<file path="config.mk">
export PLATFORM = sky130hd
export DESIGN_NAME = ddr2_cmd_arbiter_flat
export DESIGN_NICKNAME = d
export VERILOG_FILES = /design/src/rtl/ddr2_arb_pkg.sv /design/src/rtl/ddr2_cmd_arbiter_if.sv /design/src/rtl/ddr2_rr_picker.sv /design/src/rtl/ddr2_cmd_arbiter.sv /design/src/flat_wrapper.sv
export SDC_FILE = /design/constraint.sdc
export NUM_CORES = 1
export LEC_CHECK = 0
export CORE_MARGIN = 5
export CORE_UTILIZATION = 41
export CTS_CLUSTER_DIAMETER = 30
export DETAILED_ROUTE_END_ITERATION = 12
export GPL_ROUTABILITY_DRIVEN = 0
export PLACE_DENSITY = 0.93
export SYNTH_ARGS = -nofsm -noshare
export SYNTH_HDL_FRONTEND = slang
export SYNTH_SLANG_ARGS = --single-unit
</file>
<file path="constraint.sdc">
create_clock -name CLK -period 5.37 [get_ports CLK]
set_clock_uncertainty 0.1 [all_clocks]
set_input_delay 1.074 -clock CLK [delete_from_list [all_inputs] [get_ports CLK]]
set_output_delay 1.074 -clock CLK [all_outputs]
set_load 0.02 [all_outputs]
</file>
<file path="src/rtl/ddr2_arb_pkg.sv">
// Shared types, widths and helpers for the ddr2_cmd_arbiter slice.
package ddr2_arb_pkg;

  localparam int unsigned ADDR_W       = 25;
  localparam int unsigned DATA_W       = 16;
  localparam int unsigned FILL_MAX_DEF = 63;

  typedef enum logic [2:0] {
    NOP  = 3'd0,
    SCR  = 3'd1,
    SCW  = 3'd2,
    BLR  = 3'd3,
    BLW  = 3'd4,
    ATR  = 3'd5,
    ATW  = 3'd6,
    NOP7 = 3'd7
  } cmd_e;

  typedef enum logic [2:0] {
    RST_INIT,
    WAIT_RDY,
    IDLE,
    ISSUE,
    BLKWR
  } state_e;

  function automatic logic is_read(cmd_e cmd);
    return (cmd == SCR) || (cmd == BLR);
  endfunction

  function automatic logic is_nop(cmd_e cmd);
    return (cmd == NOP) || (cmd == NOP7);
  endfunction

  // Words in a block transfer: 8*(sz+1), at most 32.
  function automatic logic [5:0] blk_words(logic [1:0] sz);
    return {1'b0, sz, 3'b000} + 6'd8;
  endfunction

endpackage

</file>
<file path="src/rtl/ddr2_cmd_arbiter_if.sv">
// Requester and controller-side signal bundle for ddr2_cmd_arbiter.
interface ddr2_cmd_arbiter_if #(
  parameter int unsigned NREQ = 4
);
  import ddr2_arb_pkg::*;

  logic [NREQ-1:0]        REQ_VALID;
  logic [3*NREQ-1:0]      REQ_CMD;
  logic [2*NREQ-1:0]      REQ_SZ;
  logic [3*NREQ-1:0]      REQ_OP;
  logic [ADDR_W*NREQ-1:0] REQ_ADDR;
  logic [DATA_W*NREQ-1:0] REQ_DIN;
  logic [NREQ-1:0]        REQ_GRANT;
  logic [NREQ-1:0]        REQ_DREADY;
  logic [2:0]             CMD;
  logic [1:0]             SZ;
  logic [2:0]             OP;
  logic [ADDR_W-1:0]      ADDR;
  logic [DATA_W-1:0]      DIN;
  logic                   INITDDR;
  logic                   NOTFULL;
  logic [6:0]             FILLCOUNT;
  logic                   READY;
  logic                   BUSY;

  modport slave (
    input  REQ_VALID, REQ_CMD, REQ_SZ, REQ_OP, REQ_ADDR, REQ_DIN,
    input  NOTFULL, FILLCOUNT, READY,
    output REQ_GRANT, REQ_DREADY, CMD, SZ, OP, ADDR, DIN, INITDDR, BUSY
  );

  modport master (
    output REQ_VALID, REQ_CMD, REQ_SZ, REQ_OP, REQ_ADDR, REQ_DIN,
    output NOTFULL, FILLCOUNT, READY,
    input  REQ_GRANT, REQ_DREADY, CMD, SZ, OP, ADDR, DIN, INITDDR, BUSY
  );

endinterface

</file>
<file path="src/rtl/ddr2_rr_picker.sv">
// Combinational round-robin picker: first valid requester after 'last'.
module ddr2_rr_picker #(
  parameter int unsigned NREQ = 4,
  parameter int unsigned IW   = (NREQ > 1) ? $clog2(NREQ) : 1
) (
  input  logic [NREQ-1:0] valid,
  input  logic [IW-1:0]   last,
  output logic [NREQ-1:0] onehot,
  output logic [IW-1:0]   idx
);

  logic [NREQ-1:0] cand;
  int unsigned     c;

  // Scan farthest offset first so the nearest valid requester overwrites.
  always_comb begin
    onehot = '0;
    idx    = '0;
    cand   = '0;
    c      = 0;
    for (int unsigned k = NREQ; k >= 1; k--) begin
      c    = (32'(last) + k) % NREQ;
      cand = NREQ'(1) << c;
      if (|(valid & cand)) begin
        onehot = cand;
        idx    = IW'(c);
      end
    end
  end

endmodule

</file>
<file path="src/rtl/ddr2_cmd_arbiter.sv">
// Round-robin command/data port scheduler and power-up sequencer in front
// of ddr2_controller; block writes lock the port to one owner.
module ddr2_cmd_arbiter
  import ddr2_arb_pkg::*;
#(
  parameter int unsigned NREQ     = 4,
  parameter int unsigned FILL_MAX = FILL_MAX_DEF
) (
  input logic                CLK,
  input logic                RESET,
  ddr2_cmd_arbiter_if.slave  bus
);

  localparam int unsigned IW = (NREQ > 1) ? $clog2(NREQ) : 1;

  state_e            state, state_d;
  logic [IW-1:0]     last, last_d;
  logic [4:0]        beats, beats_d;
  cmd_e              cmd_q, cmd_d;
  logic [1:0]        sz_q, sz_d;
  logic [2:0]        op_q, op_d;
  logic [ADDR_W-1:0] addr_q, addr_d;
  logic [DATA_W-1:0] din_q, din_d;
  logic [NREQ-1:0]   grant_q, grant_d;
  logic              init_q, init_d;
  logic [NREQ-1:0]   dready;

  logic [NREQ-1:0]   win_onehot;
  logic [IW-1:0]     win_idx;
  cmd_e              win_cmd;
  logic [1:0]        win_sz;
  logic [2:0]        win_op;
  logic [ADDR_W-1:0] win_addr;
  logic [DATA_W-1:0] win_din;
  logic [DATA_W-1:0] owner_din;
  logic              fill_ok, acc, load;

  ddr2_rr_picker #(.NREQ(NREQ), .IW(IW)) u_picker (
    .valid  (bus.REQ_VALID),
    .last   (last),
    .onehot (win_onehot),
    .idx    (win_idx)
  );

  always_comb begin
    win_cmd   = NOP;
    win_sz    = '0;
    win_op    = '0;
    win_addr  = '0;
    win_din   = '0;
    owner_din = '0;
    for (int unsigned i = 0; i < NREQ; i++) begin
      if (win_idx == IW'(i)) begin
        win_cmd  = cmd_e'(bus.REQ_CMD[3*i +: 3]);
        win_sz   = bus.REQ_SZ[2*i +: 2];
        win_op   = bus.REQ_OP[3*i +: 3];
        win_addr = bus.REQ_ADDR[ADDR_W*i +: ADDR_W];
        win_din  = bus.REQ_DIN[DATA_W*i +: DATA_W];
      end
      if (last == IW'(i)) owner_din = bus.REQ_DIN[DATA_W*i +: DATA_W];
    end
  end

  assign fill_ok = (bus.FILLCOUNT <= 7'(FILL_MAX));
  assign acc     = bus.NOTFULL && (is_read(cmd_q) || fill_ok);

  always_comb begin
    state_d = state;
    last_d  = last;
    beats_d = beats;
    cmd_d   = cmd_q;
    sz_d    = sz_q;
    op_d    = op_q;
    addr_d  = addr_q;
    din_d   = din_q;
    grant_d = '0;
    init_d  = 1'b0;
    dready  = '0;
    load    = 1'b0;

    case (state)
      RST_INIT: begin
        init_d  = 1'b1;
        state_d = WAIT_RDY;
      end
      WAIT_RDY: if (bus.READY) state_d = IDLE;
      IDLE:     load = 1'b1;
      ISSUE: begin
        if (acc) begin
          if (cmd_q == BLW) begin
            state_d = BLKWR;
            beats_d = 5'(blk_words(sz_q) - 6'd1);
            cmd_d   = NOP;
            sz_d    = '0;
            op_d    = '0;
            addr_d  = '0;
            din_d   = '0;
          end else begin
            load = 1'b1;
          end
        end
      end
      BLKWR: begin
        if (fill_ok) begin
          dready  = NREQ'(1) << last;
          beats_d = beats - 5'd1;
          if (beats == 5'd1) state_d = IDLE;
        end
      end
      default: state_d = RST_INIT;
    endcase

    // Shared by IDLE and back-to-back issue: a NOP winner consumes its turn
    // but leaves the port idle.
    if (load) begin
      state_d = IDLE;
      cmd_d   = NOP;
      sz_d    = '0;
      op_d    = '0;
      addr_d  = '0;
      din_d   = '0;
      if (|bus.REQ_VALID) begin
        grant_d = win_onehot;
        last_d  = win_idx;
        if (!is_nop(win_cmd)) begin
          state_d = ISSUE;
          cmd_d   = win_cmd;
          sz_d    = win_sz;
          op_d    = win_op;
          addr_d  = win_addr;
          din_d   = win_din;
        end
      end
    end
  end

  always_ff @(posedge CLK or negedge RESET) begin
    if (!RESET) begin
      state   <= RST_INIT;
      last    <= IW'(NREQ - 1);
      beats   <= '0;
      cmd_q   <= NOP;
      sz_q    <= '0;
      op_q    <= '0;
      addr_q  <= '0;
      din_q   <= '0;
      grant_q <= '0;
      init_q  <= 1'b0;
    end else begin
      state   <= state_d;
      last    <= last_d;
      beats   <= beats_d;
      cmd_q   <= cmd_d;
      sz_q    <= sz_d;
      op_q    <= op_d;
      addr_q  <= addr_d;
      din_q   <= din_d;
      grant_q <= grant_d;
      init_q  <= init_d;
    end
  end

  assign bus.CMD        = cmd_q;
  assign bus.SZ         = sz_q;
  assign bus.OP         = op_q;
  assign bus.ADDR       = addr_q;
  assign bus.DIN        = (state == BLKWR) ? owner_din : din_q;
  assign bus.INITDDR    = init_q;
  assign bus.REQ_GRANT  = grant_q;
  assign bus.REQ_DREADY = dready;
  assign bus.BUSY       = (state == ISSUE) || (state == BLKWR);

endmodule

</file>
<file path="src/flat_wrapper.sv">
// flat-port wrapper written by rule: the top's interface ports become plain ports
module ddr2_cmd_arbiter_flat import ddr2_arb_pkg::*;
#(
  parameter int unsigned NREQ     = 4,
  parameter int unsigned FILL_MAX = FILL_MAX_DEF
)
  (CLK, RESET, bus_REQ_VALID, bus_REQ_CMD, bus_REQ_SZ, bus_REQ_OP, bus_REQ_ADDR, bus_REQ_DIN, bus_NOTFULL, bus_FILLCOUNT, bus_READY, bus_REQ_GRANT, bus_REQ_DREADY, bus_CMD, bus_SZ, bus_OP, bus_ADDR, bus_DIN, bus_INITDDR, bus_BUSY);
  ddr2_cmd_arbiter_if #(.NREQ(NREQ)) bus_i ();
  input logic CLK;
  input logic RESET;
  input wire logic [$bits(bus_i.REQ_VALID)-1:0] bus_REQ_VALID;
  input wire logic [$bits(bus_i.REQ_CMD)-1:0] bus_REQ_CMD;
  input wire logic [$bits(bus_i.REQ_SZ)-1:0] bus_REQ_SZ;
  input wire logic [$bits(bus_i.REQ_OP)-1:0] bus_REQ_OP;
  input wire logic [$bits(bus_i.REQ_ADDR)-1:0] bus_REQ_ADDR;
  input wire logic [$bits(bus_i.REQ_DIN)-1:0] bus_REQ_DIN;
  input wire logic [$bits(bus_i.NOTFULL)-1:0] bus_NOTFULL;
  input wire logic [$bits(bus_i.FILLCOUNT)-1:0] bus_FILLCOUNT;
  input wire logic [$bits(bus_i.READY)-1:0] bus_READY;
  output wire logic [$bits(bus_i.REQ_GRANT)-1:0] bus_REQ_GRANT;
  output wire logic [$bits(bus_i.REQ_DREADY)-1:0] bus_REQ_DREADY;
  output wire logic [$bits(bus_i.CMD)-1:0] bus_CMD;
  output wire logic [$bits(bus_i.SZ)-1:0] bus_SZ;
  output wire logic [$bits(bus_i.OP)-1:0] bus_OP;
  output wire logic [$bits(bus_i.ADDR)-1:0] bus_ADDR;
  output wire logic [$bits(bus_i.DIN)-1:0] bus_DIN;
  output wire logic [$bits(bus_i.INITDDR)-1:0] bus_INITDDR;
  output wire logic [$bits(bus_i.BUSY)-1:0] bus_BUSY;
  assign bus_i.REQ_VALID = bus_REQ_VALID;
  assign bus_i.REQ_CMD = bus_REQ_CMD;
  assign bus_i.REQ_SZ = bus_REQ_SZ;
  assign bus_i.REQ_OP = bus_REQ_OP;
  assign bus_i.REQ_ADDR = bus_REQ_ADDR;
  assign bus_i.REQ_DIN = bus_REQ_DIN;
  assign bus_i.NOTFULL = bus_NOTFULL;
  assign bus_i.FILLCOUNT = bus_FILLCOUNT;
  assign bus_i.READY = bus_READY;
  assign bus_REQ_GRANT = bus_i.REQ_GRANT;
  assign bus_REQ_DREADY = bus_i.REQ_DREADY;
  assign bus_CMD = bus_i.CMD;
  assign bus_SZ = bus_i.SZ;
  assign bus_OP = bus_i.OP;
  assign bus_ADDR = bus_i.ADDR;
  assign bus_DIN = bus_i.DIN;
  assign bus_INITDDR = bus_i.INITDDR;
  assign bus_BUSY = bus_i.BUSY;
  ddr2_cmd_arbiter #(.NREQ(NREQ), .FILL_MAX(FILL_MAX)) u_core (.CLK(CLK), .RESET(RESET), .bus(bus_i));
endmodule
</file>
==> results by stage, run 1 <==
CTS:
- The CTS tree is done.
- CTS built an H-tree with a depth of 3.
- The CTS clock-pin slew for the worst setup and hold paths is 0.05 ns.
- Counting along the longest clock path gives a buffer depth of 2.
- The cell sitting at the root of the clock tree is a sky130_fd_sc_hd__clkbuf_16.
- In this run, post-CTS repair resized a total of 0 instances.
- After clock tree synthesis, the flow added hold-fix buffers numbering 0.
- TritonCTS created 9 clock buffers.
- The number of buffers inserted to repair setup after CTS is 0.
- The later-pin clock latency in the skew report is 0.33 ns.
- The clock net in this run drives a total of 64 sinks.

Yosys:
- After synthesis, the cell types taking the most area are sky130_fd_sc_hd__dfrtp_1 (29%), sky130_fd_sc_hd__mux2i_1 (17%), sky130_fd_sc_hd__mux2_2 (10%), sky130_fd_sc_hd__nand2_1 (6.0%), sky130_fd_sc_hd__o21ai_2 (4.7%).
- The number of nets produced by synthesis is 851.
- The top-area cell type share of the netlist area is 28.7%.
- The synthesized design contains 0 enable-type register cells.
- The sequential element share of the synthesized area is just under 30%.
- The most frequently used cell type in the post-synthesis netlist is sky130_fd_sc_hd__mux2i_1.
- After synthesis, the netlist uses 51 different library cells.
- The total standard cell area after synthesis is 5410 sq um.
- The number of instances in the synthesized netlist is around 630.
- The total of flip-flops plus latches after synthesis is 64.
- The cell taking the most area after synthesis is sky130_fd_sc_hd__dfrtp_1.
- The commonest cells after synthesis are sky130_fd_sc_hd__mux2i_1 (93), sky130_fd_sc_hd__nand2_1 (87), sky130_fd_sc_hd__dfrtp_1 (62).
- In the synthesized netlist the async set-or-reset flop fraction comes to 100%.
- The total of warnings raised by yosys is 0.
- For this run, the leading register cell type out of synthesis is sky130_fd_sc_hd__dfrtp_1.
- Averaged over all synthesized cells, the footprint is roughly 8.5 sq um.

Layout:
- The filler cells instantiated in the layout total 1032.
- The net count of the finished layout is 1087.
- The number of antenna cells inserted is 0.
- Cells with a size suffix above 1 make up 13.4% of the layout.
- The area growth from synthesis to layout is 56.7%.
- The multi-input combinational cells in the finished layout cover a total of 3560 sq um.
- The register area is 1600 sq um.

Worst setup path:
- The kind of launch point of the worst setup path is a flip-flop.
- The category of the most critical setup path is reg -> reg.
- In this run the worst path has a maximum fanout of 47.
- The critical-path cell with the highest stage delay is sky130_fd_sc_hd__dfstp_2.
- At the worst endpoint, the required time is roughly 5.5 ns.
- Traced cell by cell, the critical path runs through clkinv_1 > ha_1 > a222oi_1 > nand3_1 > a221oi_2 > a211oi_4 > buf_4 > a221o_1 > and2_1 > a311o_2 > buf_12 > o21ai_0.
- STA classifies the critical path endpoint as a flip-flop.
- In this design, the largest share of critical-path delay is due to compound AO/OA/AOI/OAI gates.
- The critical path contains buffers and inverters numbering 3 combined.
- The largest single stage delay on the critical path is 0.78 ns.
- For the worst setup path, the data arrival time is 4.99 ns.

Timing:
- The normalized max-slew margin is 40.2%.
- The max-slew violation count was 0.
- Setup total negative slack on the finished layout was measured at 0 ns.
- The final hold violation count is 0.
- The smallest setup slack after layout is 0.500 ns.
- Setup repair after global routing left no endpoint under its margin.
- The fmax is 205 MHz.
- The actual slew at the worst max-slew pin is 0.898 ns.
- After layout, the worst path uses 90.7% of the clock period.
- The smallest clock period supported by the final layout is computed as roughly 5 ns.
- Setup violations remaining at the end of the flow were counted as 0.

Routing:
- The first-pass iteration count of the detailed router is 9.
- Summing over every cut layer, the via total after detailed routing is 5859.
- The final layout contains routed wiring with a total length of 18900 um.
- The number of nets with antenna violations after detailed routing is 0.
- The starting DRC count in detailed routing is 662.
- Using the TritonRoute via totals, the vias-per-cell ratio works out to 5.59.
- In the routed design, unresolved DRC markers number 0.
- The average wire length per cell after detail routing is 18.0 um.

Global route:
- The global routing met2 resource utilization is 39.7%.
- Entering global routing, the biggest net connects 65 pins.
- The number of antenna violations at the first check in global routing was 0.
- The number of global-route vias before repair was slightly below 6000.
- For this run the aggregate overflow at the end of global routing stands at 0.
- In the global route stage, met1 resource usage came out at between 20% and 30%.
- In this run the most used layer during global routing was met2.
- The all-layer global routing usage is a little under a quarter.
- The first global-routing pass estimated 30000 um of wire.
- The fraction of met3 tracks used by global routing is 7.29%.

Floorplan:
- Once the floorplan was initialized, standard cells occupied 41.4% of the core.
- The number of core rows is 42.
- The y dimension of the die is 125 um.
- The die footprint is 15600 sq um.
- In this run the horizontal extent of the chip is 125 um.
- The top-level I/O count is 270.
- The total area inside the core boundary comes to about 13000 sq um.

Outcome:
- The flow ran to the end, and the final reports show no timing, DRC or antenna violations.

Power:
- IR analysis of the VDD net gives a maximum drop of around 0.31 mV.
- For this design the ratio of total power to cell area is 668 nW/um^2.
- The analysis attributes to cell leakage a power of 3.55 nW.

Job:
- The count of max-cap constraint violations is 0.

Placed design:
- Port buffering added 263 buffers.
- The post-placement setup slack is 0.438 ns.
- The post-detailed-placement half-perimeter wirelength is around 14000 um.

Min path:
- The tightest min-delay check is of the reg -> reg type.
==> layout by cell type (no fill, tap or decap), types with 12 or more instances in the layout <==
cell and instances:
sky130_fd_sc_hd__nor2_1 54, sky130_fd_sc_hd__a21oi_1 46, sky130_fd_sc_hd__a22oi_1 17, sky130_fd_sc_hd__clkdlybuf4s50_1 262
sky130_fd_sc_hd__nand2_1 87, sky130_fd_sc_hd__nor3_1 12, sky130_fd_sc_hd__o21ai_2 29, sky130_fd_sc_hd__dfrtp_1 62
sky130_fd_sc_hd__mux2_2 49, sky130_fd_sc_hd__mux2i_1 93, sky130_fd_sc_hd__o21ai_0 48
==> worst register-to-register path: stages (launching register included) <==
cell and delay [ns]:
sky130_fd_sc_hd__dfstp_2 0.78, sky130_fd_sc_hd__clkinv_1 0.37, sky130_fd_sc_hd__ha_1 0.45, sky130_fd_sc_hd__a222oi_1 0.65, sky130_fd_sc_hd__nand3_1 0.20, sky130_fd_sc_hd__a221oi_2 0.41, sky130_fd_sc_hd__a211oi_4 0.13, sky130_fd_sc_hd__buf_4 0.27
sky130_fd_sc_hd__a221o_1 0.30, sky130_fd_sc_hd__and2_1 0.21, sky130_fd_sc_hd__a311o_2 0.43, sky130_fd_sc_hd__buf_12 0.19, sky130_fd_sc_hd__o21ai_0 0.28
==> flip-flops by register name (all words and copies together) (netlist names) <==
signal                count
u_core.beats              5
u_core.bus.ADDR          25
u_core.bus.CMD            3
u_core.bus.INITDDR        1
u_core.bus.OP             3
u_core.bus.REQ_GRANT      4
u_core.bus.SZ             2
u_core.din_q             16
u_core.last               2
u_core.state              3
==> final cells by class <==
class | instances | share of cell area [%]
tap | 176 | 2.60
sequential | 64 | 18.9
inverter | 7 | 0.310
multi-input combinational | 512 | 41.9
clock buffer | 10 | 2.82
timing repair buffer | 276 | 32.6
clock inverter | 4 | 0.826
==> stage by stage <==
stage / utilization (%) / hold slack, ns / cells / power (mW) / cell area [sq um]
final: 64.8 / 0.373 / 1049 / 5.67 / 8480
after global placement: 62.5 / 0.360 / 1035 / 4.93 / 8170
after floorplan: - / 0.350 / 634 / 3.85 / 5410
after global routing: 64.8 / 0.393 / 1049 / 6.06 / 8480
after CTS: 64.8 / 0.377 / 1049 / 5.67 / 8480
after detailed placement: 62.5 / 0.366 / 1035 / 5.02 / 8170
==> routing by layer <==
layer  routed length, um  vias up  part of all wire, %
met4                 546        0                  2.9
met2                9260      305                   49
met5                   0        -                    0
li1                    -     2769                    -
met1                7190     2733                   38
met3                1870       52                  9.9
==> logic make-up after synthesis <==
kind of cell	count (synthesis)	synth area share (%)
and+or+nand+nor	183	14.4
AOI/OAI and AO/OA	180	22.0
muxes	142	27.4
DFF	64	29.6
buffers and inverters	58	4.99
adders and majority gates	6	1.39
xor gates and xnor gates	1	0.162
==> final timing paths <==
path	slack, ns	cells past startpoint	end	startpoint
setup / recovery	0.50	12	u_core.bus.ADDR[16]	u_core.last[0]
setup reg to reg	0.50	12	u_core.bus.ADDR[16]	u_core.last[0]
hold reg to reg	0.37	2	u_core.bus.ADDR[2]	u_core.bus.ADDR[2]
hold / removal	0.37	2	u_core.bus.ADDR[2]	u_core.bus.ADDR[2]
min in group asynchronous	0.74	1	u_core.din_q[0]	RESET
max in group asynchronous	3.80	1	u_core.bus.ADDR[0]	RESET
==> power breakdown <==
part | leakage, nW | switching, mW | internal, mW
logic | 2.59 | 2.25 | 1.94
clock network | 0.154 | 0.211 | 0.412
registers | 0.808 | 0.147 | 0.701
No activity file was read; power rests on OpenSTA's default activity.
==> run 2: changes to the inputs <==
Settings changed: REMOVE_ABC_BUFFERS set to 1.
==> run 2 against run 1 <==
  * Clock power rose by 10%
  * Register-to-register slack improved by 0.35 ns
  * Sequential share of layout area fell by 0.17 points
  * Fmax increased by 4.2%
  * Flip-flop and latch count unchanged
  * Cell count grew 0.86%
  * Utilization increased by 0.59 points
  * Cell area up 0.91%
  * Power grew 1.7%
  * Setup slack improved by 0.19 ns
  * Global-route usage rose by 1.2 points
==> results by stage, run 2 (synthesis results as in run 1) <==
Outcome:
- Outcome: finished, final reports clean (unchanged).

Routing:
- The total number of vias is 5834 (was 5859).
- The total routed wirelength is 19600 um (was 18900 um).
- The starting DRC count in detailed routing is 390 (was 662).
- The DRC violation count after routing is 0 (unchanged).
- The number of nets with antenna violations after detailed routing is 0 (unchanged).
- The via-per-instance ratio is 5.51 (was 5.59).
- The first-pass iteration count of the detailed router is 5 (was 9).
- The average wire length per cell after detail routing was 18.5 um (was 18.0 um).

Worst setup path:
- The family with the most delay on the worst path is compound AO/OA/AOI/OAI gates (unchanged).
- The kind of launch point of the worst setup path is an input port (was flip-flop).
- The critical-path cell with the highest stage delay is sky130_fd_sc_hd__a222oi_1 (was sky130_fd_sc_hd__dfstp_2).
- The category of the most critical setup path is in -> reg (was reg -> reg).
- The type of element capturing the critical path was a flip-flop (unchanged).
- The sum of buffers and inverters on the critical path came to 2 (was 3).
- Cell-by-cell listing of the critical path: clkdlybuf4s50_1 > a222oi_1 > nand2_1 > a21oi_1 > nor3_1 > or4_1 > a222oi_1 > a311o_2 > buf_4 > o21ai_0 (was clkinv_1 > ha_1 > a222oi_1 > nand3_1 > a221oi_2 > a211oi_4 > buf_4 > a221o_1 > and2_1 > a311o_2 > buf_12 > o21ai_0).
- The maximum fanout encountered on the critical timing path came to 26 (was 47).
- The required time at the endpoint of the critical path is 5.46 ns (was 5.49 ns).
- The cell that appears most often on the critical path is sky130_fd_sc_hd__a222oi_1.
- The largest stage delay on the critical path is 0.62 ns (was 0.78 ns).
- The data arrival time of the critical path came to 4.76 ns (was 4.99 ns).

Floorplan:
- The area of the core is 13100 sq um (unchanged).
- The top-level I/O count is 270 (unchanged).
- The chip width was 125 um (unchanged).
- The die footprint is 15600 sq um (unchanged).
- The y dimension of the die is 125 um (unchanged).
- The number of core rows is 42 (unchanged).
- The effective utilization at floorplan was 41.4% (unchanged).

Job:
- The count of max-cap constraint violations is 0 (unchanged).

Layout:
- The area of all placed cells without fillers is 8560 sq um (was 8480 sq um).
- Most frequent cells in the layout: sky130_fd_sc_hd__clkdlybuf4s50_1 (262), sky130_fd_sc_hd__mux2i_1 (93), sky130_fd_sc_hd__nand2_1 (87), sky130_fd_sc_hd__dfrtp_1 (62), sky130_fd_sc_hd__nor2_1 (54) (unchanged).
- The number of flip-flops under the largest register name came to 25 (unchanged).
- The commonest non-fill, non-tap cell in the layout is sky130_fd_sc_hd__clkdlybuf4s50_1 (unchanged).
- The area growth from synthesis to layout is 58.1% (was 56.7%).
- The proportion of layout cells with a drive suffix above 1 was 14.4% (was 13.4%).
- The net total in the final layout came to 1093 (was 1087).

Global route:
- The global routing met2 resource utilization is 43.4% (was 39.7%).
- The global-route wire length before repair is 31100 um (was 30000 um).
- The met1 usage is 28.8% (was 27.9%).
- The number of antenna violations at the first check in global routing is 1 (was 0).
- The number of global-route vias before repair was 5851 (was 5801).
- The peak-usage layer in the global routing report is met2 (unchanged).
- The largest net degree at the start of global routing is 50 (was 65).
- The fraction of met3 tracks used by global routing was 6.39% (was 7.29%).
- The total congestion overflow is 0 (unchanged).
- The all-layer global routing usage is 24.5% (was 23.3%).

CTS:
- The quantity of gates resized following cts was 0 (unchanged).
- The CTS tree is done (unchanged).
- The number of buffers inserted to repair setup after CTS is 0 (unchanged).
- The maximum number of buffers from clock root to sink is 2 (unchanged).
- The later-pin clock latency in the skew report was 0.33 ns (about the same).
- The TritonCTS buffer count is 9 (unchanged).
- The number of hold buffers added after cts is 0 (unchanged).
- The deepest level of the CTS H-tree is 3 (unchanged).
- The buffer cell driving the clock tree root was sky130_fd_sc_hd__clkbuf_16 (unchanged).
- The CTS clock-pin slew for the worst setup and hold paths is 0.05 ns (about the same).
- The clock sink count is 64 (unchanged).

Power:
- The ratio of total power to cell area was 673 nW/um^2 (was 668 nW/um^2).
- The largest voltage drop on the vdd net is 0.450 mV (was 0.313 mV).
- The standby leakage power is 3.59 nW (was 3.55 nW).

Timing:
- The normalized max-slew margin is 48.5% (was 40.2%).
- The fmax is 214 MHz (was 205 MHz).
- The smallest setup slack after layout is 0.695 ns (was 0.500 ns).
- The final critical-path share of the clock period is 87.1% (was 90.7%).
- The max-slew violation count is 0 (unchanged).
- The number of failing setup endpoints in the final timing report is 0 (unchanged).
- The actual slew at the worst max-slew pin was 0.772 ns (was 0.898 ns).
- Setup repair after global routing missed its margin: false (unchanged).
- The final hold violation count is 0 (unchanged).
- The shortest clock period the worst path allows after layout was 4.68 ns (was 4.87 ns).

Placed design:
- The post-detailed-placement half-perimeter wirelength is 15200 um (was 14000 um).
- The instance area at placement came to 8210 sq um (was 8170 sq um).
- The post-placement setup slack is 0.434 ns (was 0.438 ns).
- The number of port buffers was 263 (unchanged).

Min path:
- The path class of the lowest-slack min-delay path is reg -> reg (unchanged).
## run 2: worst register-to-register path, delay by kind of cell (launching register included)
kind                     cells  cell delay, ns
adder cells (fa/ha/maj)      1            0.44
AO/OA/AOI/OAI                6            1.97
buffers and inverters        3            0.89
flip-flops                   1            0.53
AND/OR/NAND/NOR              2            0.51
## run 2: path summary, 6_finish.rpt
check / from / endpoint / slack (ns) / depth (start not counted)
setup / recovery: bus_REQ_VALID[0] / u_core.bus.ADDR[16] / 0.69 / 10
max in group asynchronous: RESET / u_core.last[1] / 3.48 / 2
hold reg to reg: u_core.din_q[8] / u_core.din_q[8] / 0.38 / 2
hold / removal: u_core.din_q[8] / u_core.din_q[8] / 0.38 / 2
setup reg to reg: u_core.last[0] / u_core.bus.ADDR[16] / 0.85 / 12
min in group asynchronous: RESET / u_core.bus.ADDR[13] / 0.71 / 1
## run 2: final cells by class
class / instances / area (sq um)
Clock buffer: 11 / 243
Antenna cell: 1 / 2.50
Tap cell: 176 / 220
Fill cell: 1031 / 4520
Clock inverter: 5 / 104
Sequential cell: 64 / 1600
Timing Repair Buffer: 282 / 2800
Inverter: 7 / 26.3
Multi-Input combinational cell: 512 / 3570
## run 2: routing by layer
metal / routed length, um / vias to the layer above
li1: - / 2798
met1: 7650 / 2712
met2: 9890 / 281
met3: 1490 / 43
met4: 540 / 0
met5: 0 / -
## run 2: report_power, final
group	internal, mW	total, mW	switching [mW]
Sequential	0.701	0.825	0.124
Clock	0.466	0.685	0.219
Combinational	1.97	4.25	2.28
## run 2: stage by stage
stage | setup TNS [ns] | hold WS [ns] | total power [mW] | instances | utilization (%)
final | 0 | 0.380 | 5.76 | 1058 | 65.4
after global routing | 0 | 0.399 | 6.16 | 1058 | 65.4
after CTS | 0 | 0.378 | 5.79 | 1057 | 65.4
after detailed placement | 0 | 0.366 | 5.09 | 1041 | 62.8
after global placement | 0 | 0.360 | 4.96 | 1041 | 62.8
after floorplan | -88.92 | 0.350 | 3.88 | 583 | -
